**src/rtl/fir_out_collector_pkg.sv**
```systemverilog
// fir_out_pkg: register offsets and bit positions for fir_out_collector.
// Shared by the collector top and anything that talks to its AXI-lite port.
package fir_out_pkg;

  localparam int unsigned OFF_STATUS  = 'h00;
  localparam int unsigned OFF_SAMPLES = 'h04;
  localparam int unsigned OFF_FRAMES  = 'h08;
  localparam int unsigned OFF_CKSUM   = 'h0C;
  localparam int unsigned OFF_CTRL    = 'h10;

  localparam int ST_EMPTY = 1;
  localparam int ST_FULL  = 2;
  localparam int ST_DONE  = 3;

  localparam int CTRL_CLEAR = 0;

endpackage

```
**src/rtl/fir_out_collector_if.sv**
```systemverilog
// fir_out_collector_if: FIR-side stream in, sink-side stream out and the
// AXI-lite status port, bundled for the collector (slave) and its driver (master).
interface fir_out_collector_if #(
  parameter int pADDR_WIDTH = 12,
  parameter int pDATA_WIDTH = 32
);

  logic                   s_tvalid;
  logic [pDATA_WIDTH-1:0] s_tdata;
  logic                   s_tlast;
  logic                   s_tready;

  logic                   m_tvalid;
  logic [pDATA_WIDTH-1:0] m_tdata;
  logic                   m_tlast;
  logic                   m_tready;

  logic                   awvalid;
  logic                   awready;
  logic [pADDR_WIDTH-1:0] awaddr;
  logic                   wvalid;
  logic                   wready;
  logic [pDATA_WIDTH-1:0] wdata;
  logic                   arvalid;
  logic                   arready;
  logic [pADDR_WIDTH-1:0] araddr;
  logic                   rvalid;
  logic                   rready;
  logic [pDATA_WIDTH-1:0] rdata;

  modport slave (
    input  s_tvalid, s_tdata, s_tlast,
    output s_tready,
    output m_tvalid, m_tdata, m_tlast,
    input  m_tready,
    input  awvalid, awaddr,
    output awready,
    input  wvalid, wdata,
    output wready,
    input  arvalid, araddr,
    output arready,
    output rvalid, rdata,
    input  rready
  );

  modport master (
    output s_tvalid, s_tdata, s_tlast,
    input  s_tready,
    input  m_tvalid, m_tdata, m_tlast,
    output m_tready,
    output awvalid, awaddr,
    input  awready,
    output wvalid, wdata,
    input  wready,
    output arvalid, araddr,
    input  arready,
    input  rvalid, rdata,
    output rready
  );

endinterface

```
**src/rtl/fir_out_collector_sync_fifo.sv**
```systemverilog
// sync_fifo: single-clock FIFO with one extra pointer bit to tell full from
// empty. Head word is forced to 0 while empty so idle outputs stay quiet.
module sync_fifo #(
  parameter int pWIDTH = 33,
  parameter int pDEPTH = 8
) (
  input  logic              clk,
  input  logic              rst,
  input  logic              push,
  input  logic [pWIDTH-1:0] din,
  input  logic              pop,
  output logic [pWIDTH-1:0] dout,
  output logic              full,
  output logic              empty
);

  localparam int AW = $clog2(pDEPTH);

  logic [AW:0]       wr_ptr;
  logic [AW:0]       rd_ptr;
  logic [pWIDTH-1:0] mem [pDEPTH];

  assign empty = (wr_ptr == rd_ptr);
  assign full  = (wr_ptr[AW] != rd_ptr[AW]) &&
                 (wr_ptr[AW-1:0] == rd_ptr[AW-1:0]);
  assign dout  = empty ? '0 : mem[rd_ptr[AW-1:0]];

  // Pointer advance on accepted push / pop; wraps through the extra bit.
  always_ff @(posedge clk or posedge rst) begin
    if (rst) begin
      wr_ptr <= '0;
      rd_ptr <= '0;
    end else begin
      if (push && !full)
        wr_ptr <= wr_ptr + (AW+1)'(1);
      if (pop && !empty)
        rd_ptr <= rd_ptr + (AW+1)'(1);
    end
  end

  // Storage write; contents need no reset since empty masks the head.
  always_ff @(posedge clk) begin
    if (push && !full)
      mem[wr_ptr[AW-1:0]] <= din;
  end

endmodule

```
**src/rtl/fir_out_collector.sv**
```systemverilog
// fir_out_collector: buffers FIR output samples, forwards them to the sink and
// reports counts over AXI-lite. Define FIR_OUT_CKSUM_EN to add the tdata checksum.
module fir_out_collector
  import fir_out_pkg::*;
#(
  parameter int pADDR_WIDTH = 12,
  parameter int pDATA_WIDTH = 32,
  parameter int pDEPTH      = 8,
  parameter int pCNT_WIDTH  = 16
) (
  input logic               axis_clk,
  input logic               axis_rst,
  fir_out_collector_if.slave bus
);

  logic                   run;
  logic                   fifo_full;
  logic                   fifo_empty;
  logic                   push;
  logic                   pop;
  logic [pDATA_WIDTH:0]   head;

  logic [pCNT_WIDTH-1:0]  sample_cnt;
  logic [pCNT_WIDTH-1:0]  frame_cnt;
  logic                   done;
  logic [pDATA_WIDTH-1:0] cksum;

  logic                   aw_held;
  logic                   w_held;
  logic [pADDR_WIDTH-1:0] awaddr_q;
  logic [pDATA_WIDTH-1:0] wdata_q;
  logic                   wr_fire;
  logic                   clear;

  logic                   hit_status;
  logic                   hit_samples;
  logic                   hit_frames;
  logic                   hit_cksum;
  logic [pDATA_WIDTH-1:0] rd_mux;
  logic                   unused_wdata;

  // Readies held low while in reset, high from the first clock after release.
  always_ff @(posedge axis_clk or posedge axis_rst) begin
    if (axis_rst) run <= 1'b0;
    else          run <= 1'b1;
  end

  assign bus.s_tready = run & ~fifo_full;
  assign push         = bus.s_tvalid & bus.s_tready;
  assign bus.m_tvalid = ~fifo_empty;
  assign pop          = bus.m_tvalid & bus.m_tready;
  assign bus.m_tdata  = head[pDATA_WIDTH-1:0];
  assign bus.m_tlast  = head[pDATA_WIDTH];

  sync_fifo #(
    .pWIDTH (pDATA_WIDTH + 1),
    .pDEPTH (pDEPTH)
  ) u_fifo (
    .clk   (axis_clk),
    .rst   (axis_rst),
    .push  (push),
    .din   ({bus.s_tlast, bus.s_tdata}),
    .pop   (pop),
    .dout  (head),
    .full  (fifo_full),
    .empty (fifo_empty)
  );

  // Sample/frame counters saturate; done sticks until cleared.
  always_ff @(posedge axis_clk or posedge axis_rst) begin
    if (axis_rst) begin
      sample_cnt <= '0;
      frame_cnt  <= '0;
      done       <= 1'b0;
    end else if (clear) begin
      sample_cnt <= '0;
      frame_cnt  <= '0;
      done       <= 1'b0;
    end else if (pop) begin
      if (~&sample_cnt)
        sample_cnt <= sample_cnt + pCNT_WIDTH'(1);
      if (bus.m_tlast) begin
        done <= 1'b1;
        if (~&frame_cnt)
          frame_cnt <= frame_cnt + pCNT_WIDTH'(1);
      end
    end
  end

`ifdef FIR_OUT_CKSUM_EN
  // Wrapping sum of every forwarded sample.
  always_ff @(posedge axis_clk or posedge axis_rst) begin
    if (axis_rst)  cksum <= '0;
    else if (clear) cksum <= '0;
    else if (pop)   cksum <= cksum + bus.m_tdata;
  end
`else
  assign cksum = '0;
`endif

  // Write channels are captured independently and retired together.
  assign bus.awready = run & ~aw_held;
  assign bus.wready  = run & ~w_held;
  assign wr_fire     = aw_held & w_held;
  assign clear       = wr_fire &&
                       (awaddr_q == pADDR_WIDTH'(OFF_CTRL)) &&
                       wdata_q[CTRL_CLEAR];
  assign unused_wdata = ^wdata_q;

  // Hold AW and W until both are present, then release both readies.
  always_ff @(posedge axis_clk or posedge axis_rst) begin
    if (axis_rst) begin
      aw_held  <= 1'b0;
      w_held   <= 1'b0;
      awaddr_q <= '0;
      wdata_q  <= '0;
    end else if (wr_fire) begin
      aw_held <= 1'b0;
      w_held  <= 1'b0;
    end else begin
      if (bus.awvalid && bus.awready) begin
        aw_held  <= 1'b1;
        awaddr_q <= bus.awaddr;
      end
      if (bus.wvalid && bus.wready) begin
        w_held  <= 1'b1;
        wdata_q <= bus.wdata;
      end
    end
  end

  assign hit_status  = (bus.araddr == pADDR_WIDTH'(OFF_STATUS));
  assign hit_samples = (bus.araddr == pADDR_WIDTH'(OFF_SAMPLES));
  assign hit_frames  = (bus.araddr == pADDR_WIDTH'(OFF_FRAMES));
  assign hit_cksum   = (bus.araddr == pADDR_WIDTH'(OFF_CKSUM));

  // Read decode; anything unmapped (including write-only CTRL) reads 0.
  always_comb begin
    rd_mux = '0;
    unique case (1'b1)
      hit_status: begin
        rd_mux[ST_EMPTY] = fifo_empty;
        rd_mux[ST_FULL]  = fifo_full;
        rd_mux[ST_DONE]  = done;
      end
      hit_samples: rd_mux = pDATA_WIDTH'(sample_cnt);
      hit_frames:  rd_mux = pDATA_WIDTH'(frame_cnt);
      hit_cksum:   rd_mux = cksum;
      default:     rd_mux = '0;
    endcase
  end

  assign bus.arready = run & ~bus.rvalid;

  // Registered read response, held until the master takes it.
  always_ff @(posedge axis_clk or posedge axis_rst) begin
    if (axis_rst) begin
      bus.rvalid <= 1'b0;
      bus.rdata  <= '0;
    end else if (bus.arvalid && bus.arready) begin
      bus.rvalid <= 1'b1;
      bus.rdata  <= rd_mux;
    end else if (bus.rvalid && bus.rready) begin
      bus.rvalid <= 1'b0;
    end
  end

endmodule

```
**src/flat_wrapper.sv**
```systemverilog
// flat-port wrapper written by rule: the top's interface ports become plain ports
module fir_out_collector_flat import fir_out_pkg::*;
#(
  parameter int pADDR_WIDTH = 12,
  parameter int pDATA_WIDTH = 32,
  parameter int pDEPTH      = 8,
  parameter int pCNT_WIDTH  = 16
)
  (axis_clk, axis_rst, bus_s_tvalid, bus_s_tdata, bus_s_tlast, bus_s_tready, bus_m_tvalid, bus_m_tdata, bus_m_tlast, bus_m_tready, bus_awvalid, bus_awaddr, bus_awready, bus_wvalid, bus_wdata, bus_wready, bus_arvalid, bus_araddr, bus_arready, bus_rvalid, bus_rdata, bus_rready);
  fir_out_collector_if #(.pADDR_WIDTH(pADDR_WIDTH), .pDATA_WIDTH(pDATA_WIDTH)) bus_i ();
  input logic axis_clk;
  input logic axis_rst;
  input wire logic [$bits(bus_i.s_tvalid)-1:0] bus_s_tvalid;
  input wire logic [$bits(bus_i.s_tdata)-1:0] bus_s_tdata;
  input wire logic [$bits(bus_i.s_tlast)-1:0] bus_s_tlast;
  output wire logic [$bits(bus_i.s_tready)-1:0] bus_s_tready;
  output wire logic [$bits(bus_i.m_tvalid)-1:0] bus_m_tvalid;
  output wire logic [$bits(bus_i.m_tdata)-1:0] bus_m_tdata;
  output wire logic [$bits(bus_i.m_tlast)-1:0] bus_m_tlast;
  input wire logic [$bits(bus_i.m_tready)-1:0] bus_m_tready;
  input wire logic [$bits(bus_i.awvalid)-1:0] bus_awvalid;
  input wire logic [$bits(bus_i.awaddr)-1:0] bus_awaddr;
  output wire logic [$bits(bus_i.awready)-1:0] bus_awready;
  input wire logic [$bits(bus_i.wvalid)-1:0] bus_wvalid;
  input wire logic [$bits(bus_i.wdata)-1:0] bus_wdata;
  output wire logic [$bits(bus_i.wready)-1:0] bus_wready;
  input wire logic [$bits(bus_i.arvalid)-1:0] bus_arvalid;
  input wire logic [$bits(bus_i.araddr)-1:0] bus_araddr;
  output wire logic [$bits(bus_i.arready)-1:0] bus_arready;
  output wire logic [$bits(bus_i.rvalid)-1:0] bus_rvalid;
  output wire logic [$bits(bus_i.rdata)-1:0] bus_rdata;
  input wire logic [$bits(bus_i.rready)-1:0] bus_rready;
  assign bus_i.s_tvalid = bus_s_tvalid;
  assign bus_i.s_tdata = bus_s_tdata;
  assign bus_i.s_tlast = bus_s_tlast;
  assign bus_s_tready = bus_i.s_tready;
  assign bus_m_tvalid = bus_i.m_tvalid;
  assign bus_m_tdata = bus_i.m_tdata;
  assign bus_m_tlast = bus_i.m_tlast;
  assign bus_i.m_tready = bus_m_tready;
  assign bus_i.awvalid = bus_awvalid;
  assign bus_i.awaddr = bus_awaddr;
  assign bus_awready = bus_i.awready;
  assign bus_i.wvalid = bus_wvalid;
  assign bus_i.wdata = bus_wdata;
  assign bus_wready = bus_i.wready;
  assign bus_i.arvalid = bus_arvalid;
  assign bus_i.araddr = bus_araddr;
  assign bus_arready = bus_i.arready;
  assign bus_rvalid = bus_i.rvalid;
  assign bus_rdata = bus_i.rdata;
  assign bus_i.rready = bus_rready;
  fir_out_collector #(.pADDR_WIDTH(pADDR_WIDTH), .pDATA_WIDTH(pDATA_WIDTH), .pDEPTH(pDEPTH), .pCNT_WIDTH(pCNT_WIDTH)) u_core (.axis_clk(axis_clk), .axis_rst(axis_rst), .bus(bus_i));
endmodule
```
**config.mk**
```make
export PLATFORM = sky130hd
export DESIGN_NAME = fir_out_collector_flat
export DESIGN_NICKNAME = d
export VERILOG_FILES = /design/src/rtl/fir_out_collector_pkg.sv /design/src/rtl/fir_out_collector_if.sv /design/src/rtl/fir_out_collector_sync_fifo.sv /design/src/rtl/fir_out_collector.sv /design/src/flat_wrapper.sv
export SDC_FILE = /design/constraint.sdc
export NUM_CORES = 1
export LEC_CHECK = 0
export CAP_MARGIN = 10
export CORE_AREA = 2 2 154 194
export CTS_BUF_LIST = sky130_fd_sc_hd__clkbuf_16
export DETAILED_ROUTE_END_ITERATION = 12
export DIE_AREA = 0 0 156 196
export PLACE_DENSITY = 0.75
export SLEW_MARGIN = 30
export SYNTH_ARGS = -nofsm -noshare
export SYNTH_HDL_FRONTEND = slang
export SYNTH_HIERARCHICAL = 1
export SYNTH_SLANG_ARGS = --single-unit
```
**constraint.sdc**
```tcl
create_clock -name axis_clk -period 5.05 [get_ports axis_clk]
set_input_delay 1.2625 -clock axis_clk [delete_from_list [all_inputs] [get_ports axis_clk]]
set_output_delay 1.2625 -clock axis_clk [all_outputs]
set_load 0.01 [all_outputs]
```
==> results summary, run 1 <==
The flow ran to the end, and the final reports show no timing, DRC or antenna violations. The post-synthesis xor/xnor area fraction is 1.32%. The total net switching power is 3.12 mW.

The die outline height came out at 196 µm. Summed over all instances, the cell type with the most area after synthesis is edfxtp_1. The synthesis warning total came out at 6. The floorplan die area came out at 30600 µm². The largest voltage drop on the vdd net came out at 0.399 mV. For this design, the CTS-stage hold fixing added 0 buffers. The dominant combinational cell family by area after synthesis is multiplexers.

For the worst flop-to-flop path, the logic depth is 8. Per report_power, the sequential group accounts for 39.3% of the total. The number of nets in the layout came out at 1186. The number of search-and-repair iterations in the first detailed-routing pass is 5. The final-layout setup total negative slack is 0 ns. The total number of vias came out at 8627.

The buffering stage count on the worst path with inverters included came out at 2. The post-CTS resize count is 0. The number of max-cap violations came out at 0. The core footprint is 28800 µm².

The count of nets left with antenna violations after detail routing came out at 0. The routed wire length per instance came out at 20.7 µm. The signal on the critical path passes through and2_1 > buf_12 > a22oi_1 > and3_1 > clkdlybuf4s50_1. After synthesis, the cell types taking the most area are edfxtp_1 (55%), dfrtp_1 (13%), mux2i_1 (9.8%). The combinational group share of total power is 35.3%. The total I/O pin count came out at 168. STA classifies the critical path endpoint as an output pin. The wire length of the first global-routing pass came out at 47400 µm. The largest single stage delay on the critical path is 0.72 ns. After synthesis, the netlist uses 71 different library cells. Synthesis handed over a netlist of 961 instances.

The required time reported for the critical path endpoint is 3.79 ns. The initial DRC count is 509. The final total power came out at 9.51 mW. The number of CTS-inserted buffers came out at 34. At the worst endpoint, the arrival time is 3.07 ns.

Setup repair after global routing left no endpoint under its margin. Setup violations remaining at the end of the flow were counted as 0. The post-route cell area is 17100 µm². The via density per instance came out at 5.87. Measured along the x axis, the die boundary spans 156 µm.

The most used flip-flop cell after synthesis is edfxtp_1. Internal power comes to 6.39 mW. The synthesized netlist devotes 8.60% of its cell area to compound gates.

Power spread over the standard cell area amounts to 555 nW/µm². The launch point of the worst hold path is u_core/bus.rdata[3]. The adder and majority cell fraction of the synthesized area is 0.346%. Synthesis inferred 338 register bits. Entering global routing, the biggest net connects 65 pins.

The total wirelength of the detailed-routed design came out at 30500 µm. The launching point of the worst reg2reg path is u_core/u_fifo/rd_ptr[1]. The latest clock arrival within the worst-skew pair came out at 0.51 ns.

In this run the clock root is driven by a clkbuf_16. Among cell families on the critical path, the largest total delay comes from simple AND/OR/NAND/NOR gates. The post-route minimum period came out at 4.34 ns. STA classifies the critical path startpoint as a flop. The clock slew at the register clock pins of the worst setup and hold paths is 0.06 ns. Among all stages on the critical path, the largest delay is contributed by dfrtp_1. The number of global-route vias before repair came out at 8835. The depth of the worst hold-timing path is 2. The total number of placement rows came out at 70.

Summing every instance area after synthesis gives 14500 µm². Dividing the final minimum period by the clock period gives 85.9%. The number of levels the H-tree was split into is 2. The worst reg-to-reg setup slack came out at 1.67 ns.

The port buffer count came out at 120. The multiplexer share of the synthesized area is 11.0%. TritonCTS built the clock tree. The fraction of the mapped netlist area in simple logic gates came out at 7.79%. The layout overhead on the synthesized area is 18.5%. The final setup skew is 0.0204 ns. In this run, synthesis inferred 264 flip-flops with an integrated enable.

The clock network power share is 25.4%. The number of slew-limit violations in the final report came to 0. The number of antenna violations at the first check in global routing is 2. The final HPWL from detailed placement came out at 18100 µm. The terminating pin of the worst hold path is u_core/bus.rdata[3]. The switching part of the total power came out at 32.8%. The final global-route overflow total is 0.

The overall global routing resource usage is 19.9%. The repair_antennas step left the layout with diodes totalling 0. The total placed instance area is 16100 µm². The effective utilization at floorplan came out at 50.2%. The worst register-to-register path ends at u_core/frame_cnt[10]. The count of final hold-check violations is 0. The setup path with the least slack is of type flop to output pin. The min-delay analysis places its worst path in the category flop to flop. Timing would allow up to 231 MHz.

The post-synthesis async set-or-reset flop share came out at 21.9%. The synthesized design devotes to its leading area cell type 54.8% of total area. The congestion estimate from routability-driven global placement came to 0.791. In the final layout, the share of cells above drive strength 1 is 11.3%. The number of clock sinks came out at 338. Summed over all cells, the static leakage comes to 6.32 nW. The slew at the pin with the worst max-slew slack came out at 0.947 ns. The worst max-slew margin expressed relative to the limit is 36.9%.

The sequential-to-total area share from yosys stat is 67.6%. After clock tree synthesis, the setup repair step added 0 buffers. The number of buffers between clock root and the deepest sink is 3. The number of remaining DRC errors came out at 0. The average size of a mapped cell is 15.1 µm². The maximum fanout count along the critical path came out at 22.
cells in the mapped netlist, drive strengths merged (9+ instances only):
library cell,count
dfrtp,74
a21oi,25
nand3,13
nor2,9
inv,10
and3,41
a22oi,79
mux2i,142
edfxtp,264
nand2,58
o21ai,29
nand4,11
mux2,15
clkbuf,18
buf,56
area by class of cell:
class / count / area [µm²]
tap: 360 / 450
fill: 2174 / 11700
timing repair buffer: 147 / 1440
inverter: 11 / 43.8
sequential: 338 / 9780
clock inverter: 26 / 200
multi-input combinational: 553 / 4340
clock buffer: 35 / 876
worst min-delay path, cell delays in order, from the launching register on:
cell	delay, ns
dfrtp_1	0.34
nand2_1	0.05
o21ai_0	0.06
cell usage in the layout, fill, tap and decap left out, types with 24 or more instances in the layout:
cell type	count
buf_4	24
a21oi_1	25
a22oi_1	79
and3_1	39
nand2_1	56
mux2i_1	142
dfrtp_1	73
clkbuf_16	35
clkdlybuf4s50_1	120
edfxtp_1	264
worst max-delay path by stage:
stage | endpoint | startpoint | cells past startpoint | slack (ns)
after floorplan | u_core/u_fifo/mem[6][0] | bus_s_tvalid | 3 | -0.55
after global placement | bus_m_tlast | u_core/u_fifo/rd_ptr[1] | 5 | 1.30
after detailed placement | bus_m_tlast | u_core/u_fifo/rd_ptr[1] | 5 | 1.26
after CTS | bus_m_tlast | u_core/u_fifo/rd_ptr[1] | 5 | 0.68
after global routing | bus_m_tlast | u_core/u_fifo/rd_ptr[1] | 5 | 0.59
final | bus_m_tlast | u_core/u_fifo/rd_ptr[1] | 5 | 0.71
metrics by stage:
step / worst slack [ns] / utilization, % / std cells / hold slack (ns)
global placement: 1.30 / 55.7 / 1409 / 0.467
finish: 0.713 / 59.5 / 1470 / 0.479
detailed placement: 1.26 / 55.7 / 1409 / 0.476
CTS: 0.682 / 59.5 / 1470 / 0.490
global route: 0.588 / 59.5 / 1470 / 0.508
floorplan: -0.549 / - / 976 / 0.461
registers in the layout (all words and copies together) (netlist names):
signal,count
u_core/u_fifo/rd_ptr,4
u_core/bus.rvalid,1
u_core/done,1
u_core/frame_cnt,16
u_core/sample_cnt,16
u_core/u_fifo/mem,264
u_core/awaddr_q,12
u_core/run,1
u_core/u_fifo/wr_ptr,4
u_core/w_held,1
u_core/aw_held,1
u_core/bus.rdata,16
u_core/wdata_q,1
power by group through the flow:
stage | sequential [mW] | combinational (mW) | clock (mW)
2_1_floorplan | 3.58 | 2.22 | 0
3_3_place_gp | 3.77 | 3.30 | 0
3_5_place_dp | 3.79 | 3.35 | 0
4_1_cts | 3.74 | 3.39 | 2.47
5_1_grt | 3.78 | 3.62 | 2.57
6_report | 3.74 | 3.36 | 2.41
kinds of logic after synthesis:
logic type                 count (synthesis)
DFF                                      338
adders and majority gates                  4
muxes                                    157
AOI/OAI and AO/OA                        171
other                                      2
and+or+nand+nor                          192
xor gates and xnor gates                  12
buffers and inverters                     85
routing by layer:
metal	wire length, µm	GRT usage (%)
met5	22	0
met4	599	5.81
met3	1650	4.06
met2	16000	36.0
met1	12200	24.1
Power figures use the tool's default switching activity.
==> run 2, diff against run 1 <==
--- a/config.mk
+++ b/config.mk
@@ -6,11 +6,14 @@
 export NUM_CORES = 1
 export LEC_CHECK = 0
 export CAP_MARGIN = 10
-export CORE_AREA = 2 2 154 194
+export CELL_PAD_IN_SITES_DETAIL_PLACEMENT = 1
+export CELL_PAD_IN_SITES_GLOBAL_PLACEMENT = 2
+export CORE_AREA = 2 2 183 230
 export CTS_BUF_LIST = sky130_fd_sc_hd__clkbuf_16
+export CTS_CLUSTER_SIZE = 20
 export DETAILED_ROUTE_END_ITERATION = 12
-export DIE_AREA = 0 0 156 196
-export PLACE_DENSITY = 0.75
+export DIE_AREA = 0 0 185 232
+export PLACE_DENSITY = 0.74
 export SLEW_MARGIN = 30
 export SYNTH_ARGS = -nofsm -noshare
 export SYNTH_HDL_FRONTEND = slang
==> run 2 against run 1 <==
Count of clock-buffer cells in the layout rose by 3. Highest routed layer is now met4. Cell count rose by 13%. Largest power group unchanged. Flip-flop and latch count did not move. Utilization fell by 17 points. Critical endpoint is now bus_m_tdata[27].
==> results summary, run 2 (same netlist as run 1, synthesis figures left out) <==
The final weighted congestion in routability-driven placement came out at 0.725 (was 0.791). The hold-fix buffer count after cts is 0 (unchanged). The largest stage delay on the critical path came out at 0.69 ns (was 0.72 ns).

The horizontal die dimension is 185 µm (was 156 µm). The post-route minimum period was 4.40 ns (was 4.34 ns). The total placed instance area came out at 16200 µm² (was 16100 µm²). The effective utilization at floorplan was 35.5% (was 50.2%). The floorplan die area is 42900 µm² (was 30600 µm²).

The antenna diode instance count is 0 (unchanged). The layout overhead on the synthesized area is 20.8% (was 18.5%). The family with the most delay on the worst path is simple AND/OR/NAND/NOR gates (unchanged). Run status: finished clean (unchanged). The wire length of the first global-routing pass came out at 53700 µm (was 47400 µm). The share of the clock period used by the worst path after layout is 87.1% (was 85.9%). The commonest non-fill, non-tap cell in the layout was edfxtp_1 (unchanged). The number of max-cap violations came out at 0 (unchanged). The buffering stage count on the worst path with inverters included came out at 2 (unchanged).

The worst max-slew margin expressed relative to the limit is 38.0% (was 36.9%). The total wirelength of the detailed-routed design came out at 34800 µm (was 30500 µm). The sort of element at the start of the critical path is a flop (unchanged). The worst hold slack is 0.477 ns (was 0.479 ns). The flip-flop count of the largest register, all copies and words added came out at 264 (unchanged). The worst setup path startpoint is u_core/u_fifo/rd_ptr[2] (was u_core/u_fifo/rd_ptr[1]). The fraction of final layout cells sized beyond drive strength 1 came to 10.6% (was 11.3%). The number of slew-limit violations in the final report came out at 0 (unchanged). The number of antenna violations at the first check in global routing is 0 (was 2).

The cell type of the slowest stage on the worst timing path was nor2b_4 (was dfrtp_1). The power density of the placed cells is 564 nW/µm² (was 555 nW/µm²). The launch point of the worst hold path is u_core/bus.rdata[2] (was u_core/bus.rdata[3]). The path class of the lowest-slack min-delay path was flop to flop (unchanged). The maximum number of pins on one net before global-route repair is 78 (was 65).

The maximum frequency from static timing analysis came to 227 MHz (was 231 MHz). The total I/O pin count was 168 (unchanged). The post-route cell area was 17500 µm² (was 17100 µm²). The total number of placement rows was 83 (was 70). The core footprint is 40700 µm² (was 28800 µm²). The final setup skew came out at 0.0334 ns (was 0.0204 ns). The total area of multi-input combinational cells came out at 4350 µm² (was 4340 µm²). The worst slack at placement is 1.18 ns (was 1.26 ns).

Cell Chain, Critical Path: nor2b_4 > buf_4 > a22oi_1 > and3_1 > clkdlybuf4s50_1 (was and2_1 > buf_12 > a22oi_1 > and3_1 > clkdlybuf4s50_1). The maximum fanout count along the critical path is 20 (was 22). The clock tree from TritonCTS is yes (unchanged). The final global-route overflow total is 0 (unchanged). Leading cell types in the layout, fill and taps excluded: edfxtp_1 (264), mux2i_1 (142), clkdlybuf4s50_1 (120) (unchanged). The post-layout worst setup margin came out at 0.652 ns (was 0.713 ns).

The required time reported for the critical path endpoint is 3.79 ns (about the same). The launching point of the worst reg2reg path is u_core/u_fifo/rd_ptr[0] (was u_core/u_fifo/rd_ptr[1]). The post-CTS setup buffer count came to 0 (unchanged). The classification of the worst setup path was flop to output pin (unchanged). The port buffer count is 120 (unchanged). The routed wire length per instance is 21.0 µm (was 20.7 µm). The kind of capture point of the worst setup path was an output pin (unchanged). The number of global-route vias before repair came to 9241 (was 8835).

The clock slew at the register clock pins of the worst setup and hold paths came to 0.06 ns (about the same). The die outline height came out at 232 µm (was 196 µm). The via density per instance came out at 5.16 (was 5.87). The number of clock sinks came out at 338 (unchanged).

The largest voltage drop on the vdd net is 0.331 mV (was 0.399 mV). The critical path data arrival time is 3.14 ns (was 3.07 ns). The buffer cell driving the clock tree root was clkbuf_16 (unchanged).

The total placed cells including tap cells came out at 1592 (was 1409). The register area was 9780 µm² (unchanged). The post-CTS resize count is 0 (unchanged). The count of final hold-check violations came out at 0 (unchanged). The count of nets left with antenna violations after detail routing is 0 (unchanged).

The number of search-and-repair iterations in the first detailed-routing pass is 6 (was 5). The leakage power figure came out at 6.34 nW (was 6.32 nW). The number of standard cells in the final layout excluding fillers is 1658 (was 1470). The number of nets in the layout came to 1180 (was 1186). The number of levels the H-tree was split into came out at 2 (unchanged).

The setup violation total in the final timing report came out at 0 (unchanged). The number of buffers between clock root and the deepest sink came to 3 (unchanged). Unrepaired setup endpoints after global routing: false (unchanged).

The number of CTS-inserted buffers is 37 (was 34). The final-layout fill cell count came to 4091 (was 2174). The total number of vias is 8549 (was 8627). The initial DRC count came out at 361 (was 509). The overall global routing resource usage came to 16.4% (was 19.9%).

The final HPWL from detailed placement came out at 20300 µm (was 18100 µm). The number of remaining DRC errors came out at 0 (unchanged). The latest clock arrival within the worst-skew pair came out at 0.55 ns (was 0.51 ns). The slew at the pin with the worst max-slew slack is 0.928 ns (was 0.947 ns).
run 2: cell count changes in the layout (fill, tap and decap cells not counted), moves of 2 or more:
| cell | previous run | this run |
|---|---|---|
| buf_4 | 24 | 16 |
| clkinv_2 | 8 | 3 |
| clkinv_1 | 4 | 8 |
| clkbuf_16 | 35 | 38 |
| bufinv_16 | 3 | 5 |
| clkinv_16 | 0 | 2 |
run 2: final timing paths:
kind                       cells past startpoint                      end  slack, ns
max                                            5          bus_m_tdata[27]       0.65
min                                            2      u_core/bus.rdata[2]       0.48
max reg2reg                                    8      u_core/frame_cnt[8]       1.58
min reg2reg                                    2      u_core/bus.rdata[2]       0.48
max in group asynchronous                      3    u_core/sample_cnt[14]       2.84
min in group asynchronous                      2  u_core/u_fifo/wr_ptr[0]       1.05
run 2: routing by layer:
layer / vias up / GRT usage (%) / part of all wire, %
met3: 50 / 2.95 / 4.4
met2: 176 / 29.5 / 51
met5: - / 0 / 0
met4: 0 / 4.54 / 2.0
li1: 3948 / - / -
met1: 4375 / 20.0 / 42
run 2: power breakdown:
group	switching [mW]	internal [mW]	leakage, nW	total, mW
combinational	1.81	1.59	2.41	3.39
sequential	0.362	3.37	3.30	3.73
clock	1.10	1.63	0.638	2.73
run 2: area by class of cell:
cell class / instances / share of cell area (%)
Sequential cell: 338 / 56.0
Timing Repair Buffer: 138 / 7.79
Multi-Input combinational cell: 553 / 24.9
Clock buffer: 38 / 5.44
Inverter: 11 / 0.236
Tap cell: 552 / 3.95
Clock inverter: 28 / 1.70
run 2: stage by stage:
step	total power, mW	utilization, %	TNS [ns]
floorplan	5.80	-	-51.33
global placement	7.16	39.8	0
detailed placement	7.22	39.9	0
CTS	10.0	42.9	0
global route	10.4	42.9	0
finish	9.85	42.9	0
run 2: worst register-to-register path: cells and delay by family, from the launching register on:
kind            cells  cell delay (ns)
compound gates      2             0.35
buf+inv             1             0.51
mux                 1             0.23
flops               1             0.73
simple gates        4             1.58
==> run 3, diff against run 2 <==
--- a/config.mk
+++ b/config.mk
@@ -14,6 +14,7 @@
 export DETAILED_ROUTE_END_ITERATION = 12
 export DIE_AREA = 0 0 185 232
 export PLACE_DENSITY = 0.74
+export REMOVE_ABC_BUFFERS = 1
 export SLEW_MARGIN = 30
 export SYNTH_ARGS = -nofsm -noshare
 export SYNTH_HDL_FRONTEND = slang
==> constraint.sdc (replaced) <==
create_clock -name axis_clk -period 5.05 [get_ports axis_clk]
set_input_delay 1.2625 -clock axis_clk [delete_from_list [all_inputs] [get_ports axis_clk]]
set_output_delay 1.2625 -clock axis_clk [all_outputs]
set_load 0.02 [all_outputs]
==> run 3 against run 2 <==
Worst setup slack lost 0.080 ns. Combinational power grew 8.3%. Die area is the same. Power grew 0.45%. Register-to-register slack lost 0.07 ns. Utilization shrank 0.17 points. Count of clock-buffer cells in the layout is the same. First-iteration DRC count grew 4.4%. Clock power shrank 7%. Via count is essentially flat. Largest cell class unchanged. Largest power group unchanged.
==> results summary, run 3 (same netlist as run 1, synthesis figures left out) <==
Leading cell types in the layout, fill and taps excluded: edfxtp_1 (264), mux2i_1 (142), clkdlybuf4s50_1 (120) (unchanged). The commonest non-fill, non-tap cell in the layout is edfxtp_1 (unchanged). The total number of vias is 8548 (was 8549). The post-route cell area is 17400 µm² (was 17500 µm²). The flip-flop count of the largest register, all copies and words added was 264 (unchanged). The final weighted congestion in routability-driven placement is 0.752 (was 0.725). The number of standard cells in the final layout excluding fillers is 1661 (was 1658). The number of global-route vias before repair came to 9030 (was 9241). The leakage power figure is 6.32 nW (was 6.34 nW). The overall global routing resource usage is 16.2% (was 16.4%). The total area of multi-input combinational cells is 4350 µm² (unchanged).

Unrepaired setup endpoints after global routing: false (unchanged). The path class of the lowest-slack min-delay path is flop to flop (unchanged). Run status: finished clean (unchanged). The sort of element at the start of the critical path is a flop (unchanged). The post-CTS setup buffer count came to 0 (unchanged). The effective utilization at floorplan came out at 35.5% (unchanged). The number of remaining DRC errors is 0 (unchanged). The number of clock sinks is 338 (unchanged). The classification of the worst setup path is flop to output pin (unchanged).

The latest clock arrival within the worst-skew pair came out at 0.52 ns (was 0.55 ns). The final-layout fill cell count came out at 4134 (was 4091). The clock slew at the register clock pins of the worst setup and hold paths was 0.06 ns (about the same).

The wire length of the first global-routing pass was 53100 µm (was 53700 µm). The maximum fanout count along the critical path is 22 (was 20). The buffer cell driving the clock tree root was clkbuf_16 (unchanged). The worst max-slew margin expressed relative to the limit came out at 44.1% (was 38.0%). The setup violation total in the final timing report came to 0 (unchanged). The clock tree from TritonCTS is yes (unchanged).

The port buffer count is 120 (unchanged). The total placed cells including tap cells came out at 1595 (was 1592). The number of search-and-repair iterations in the first detailed-routing pass is 4 (was 6). The initial DRC count came out at 377 (was 361). The total wirelength of the detailed-routed design came out at 34200 µm (was 34800 µm). The antenna diode instance count came out at 0 (unchanged).

The fraction of final layout cells sized beyond drive strength 1 was 11.4% (was 10.6%). The number of CTS-inserted buffers is 37 (unchanged). The final global-route overflow total came out at 0 (unchanged). The number of nets in the layout came out at 1184 (was 1180). The post-route minimum period came to 4.48 ns (was 4.40 ns). The count of final hold-check violations is 0 (unchanged). The post-CTS resize count is 0 (unchanged).

The total number of placement rows was 83 (unchanged). The floorplan die area is 42900 µm² (unchanged). The final setup skew was 0.0187 ns (was 0.0334 ns).

The maximum frequency from static timing analysis is 223 MHz (was 227 MHz). The number of levels the H-tree was split into is 2 (unchanged). The final HPWL from detailed placement was 19900 µm (was 20300 µm).

The final total power is 9.90 mW (was 9.85 mW). The number of antenna violations at the first check in global routing came to 2 (was 0). The register area is 9780 µm² (unchanged). The number of max-cap violations came to 0 (unchanged). The routed wire length per instance came out at 20.6 µm (was 21.0 µm). The horizontal die dimension is 185 µm (unchanged). The final-layout setup total negative slack came out at 0 ns (unchanged). The layout overhead on the synthesized area came out at 20.3% (was 20.8%). The power density of the placed cells came out at 569 nW/µm² (was 564 nW/µm²).

The hold-fix buffer count after cts is 0 (unchanged). The core footprint came out at 40700 µm² (unchanged). The critical path data arrival time came to 3.21 ns (was 3.14 ns).

The largest voltage drop on the vdd net is 0.304 mV (was 0.331 mV). The worst hold slack came out at 0.498 ns (was 0.477 ns). The required time reported for the critical path endpoint came out at 3.79 ns (about the same).

The number of buffers between clock root and the deepest sink is 3 (unchanged). The via density per instance is 5.15 (was 5.16). The count of nets left with antenna violations after detail routing is 0 (unchanged). The maximum number of pins on one net before global-route repair was 137 (was 78). The slew at the pin with the worst max-slew slack is 0.837 ns (was 0.928 ns). The total placed instance area came out at 16200 µm² (about the same).

The worst reg-to-reg setup slack is 1.51 ns (was 1.58 ns). The kind of capture point of the worst setup path is an output pin (unchanged). The share of the clock period used by the worst path after layout is 88.7% (was 87.1%). The number of slew-limit violations in the final report is 0 (unchanged).

The total I/O pin count is 168 (unchanged). The die outline height came out at 232 µm (unchanged).
[run 3: cell count changes in the layout (fill, tap and decap cells not counted), sizes merged]
| cell | change |
|---|---|
| clkinv | -1 |
| buf | +4 |
| bufinv | -3 |
| clkinvlp | +2 |
| inv | +1 |
[run 3: layout make-up]
class	instances	share of cell area, %
Timing Repair Buffer	142	8.04
Sequential cell	338	56.2
Inverter	11	0.237
Clock inverter	27	1.09
Multi-Input combinational cell	553	25.0
Clock buffer	38	5.46
Tap cell	552	3.97
[run 3: layer usage]
layer  vias up  routed length, µm  GRT usage, %
met5         -                 23             0
met4         4                654          4.22
met3        50               1510          3.20
met2       163              17500          28.9
met1      4363              14500          19.9
li1       3968                  -             -
[run 3: stage by stage]
stage               setup WS (ns)  util (%)
finish                      0.573      42.7
global route                0.410      42.7
CTS                         0.510      42.7
detailed placement           1.10      39.9
global placement             1.09      39.9
floorplan                   -4.37         -
[run 3: where the power goes]
| group | switching (mW) | total (mW) | internal, mW |
|---|---|---|---|
| combinational | 2.06 | 3.67 | 1.61 |
| clock | 1.07 | 2.54 | 1.47 |
| sequential | 0.318 | 3.69 | 3.37 |
[run 3: path summary, 6_finish.rpt]
kind                                          from  cells after the start                       to
max                        u_core/u_fifo/wr_ptr[0]                      5          bus_m_tdata[17]
min                            u_core/bus.rdata[3]                      2      u_core/bus.rdata[3]
max reg2reg                u_core/u_fifo/rd_ptr[0]                      9     u_core/frame_cnt[10]
min reg2reg                    u_core/bus.rdata[3]                      2      u_core/bus.rdata[3]
max in group asynchronous                 axis_rst                      3      u_core/frame_cnt[7]
min in group asynchronous                 axis_rst                      2  u_core/u_fifo/rd_ptr[0]
[run 3: worst max-delay path, cell delays in order (launching register included)]
cell and delay, ns:
dfrtp_1 0.62, xnor2_2 0.41, nand4_2 0.47, buf_4 0.43
and3_1 0.22, clkdlybuf4s50_1 0.54
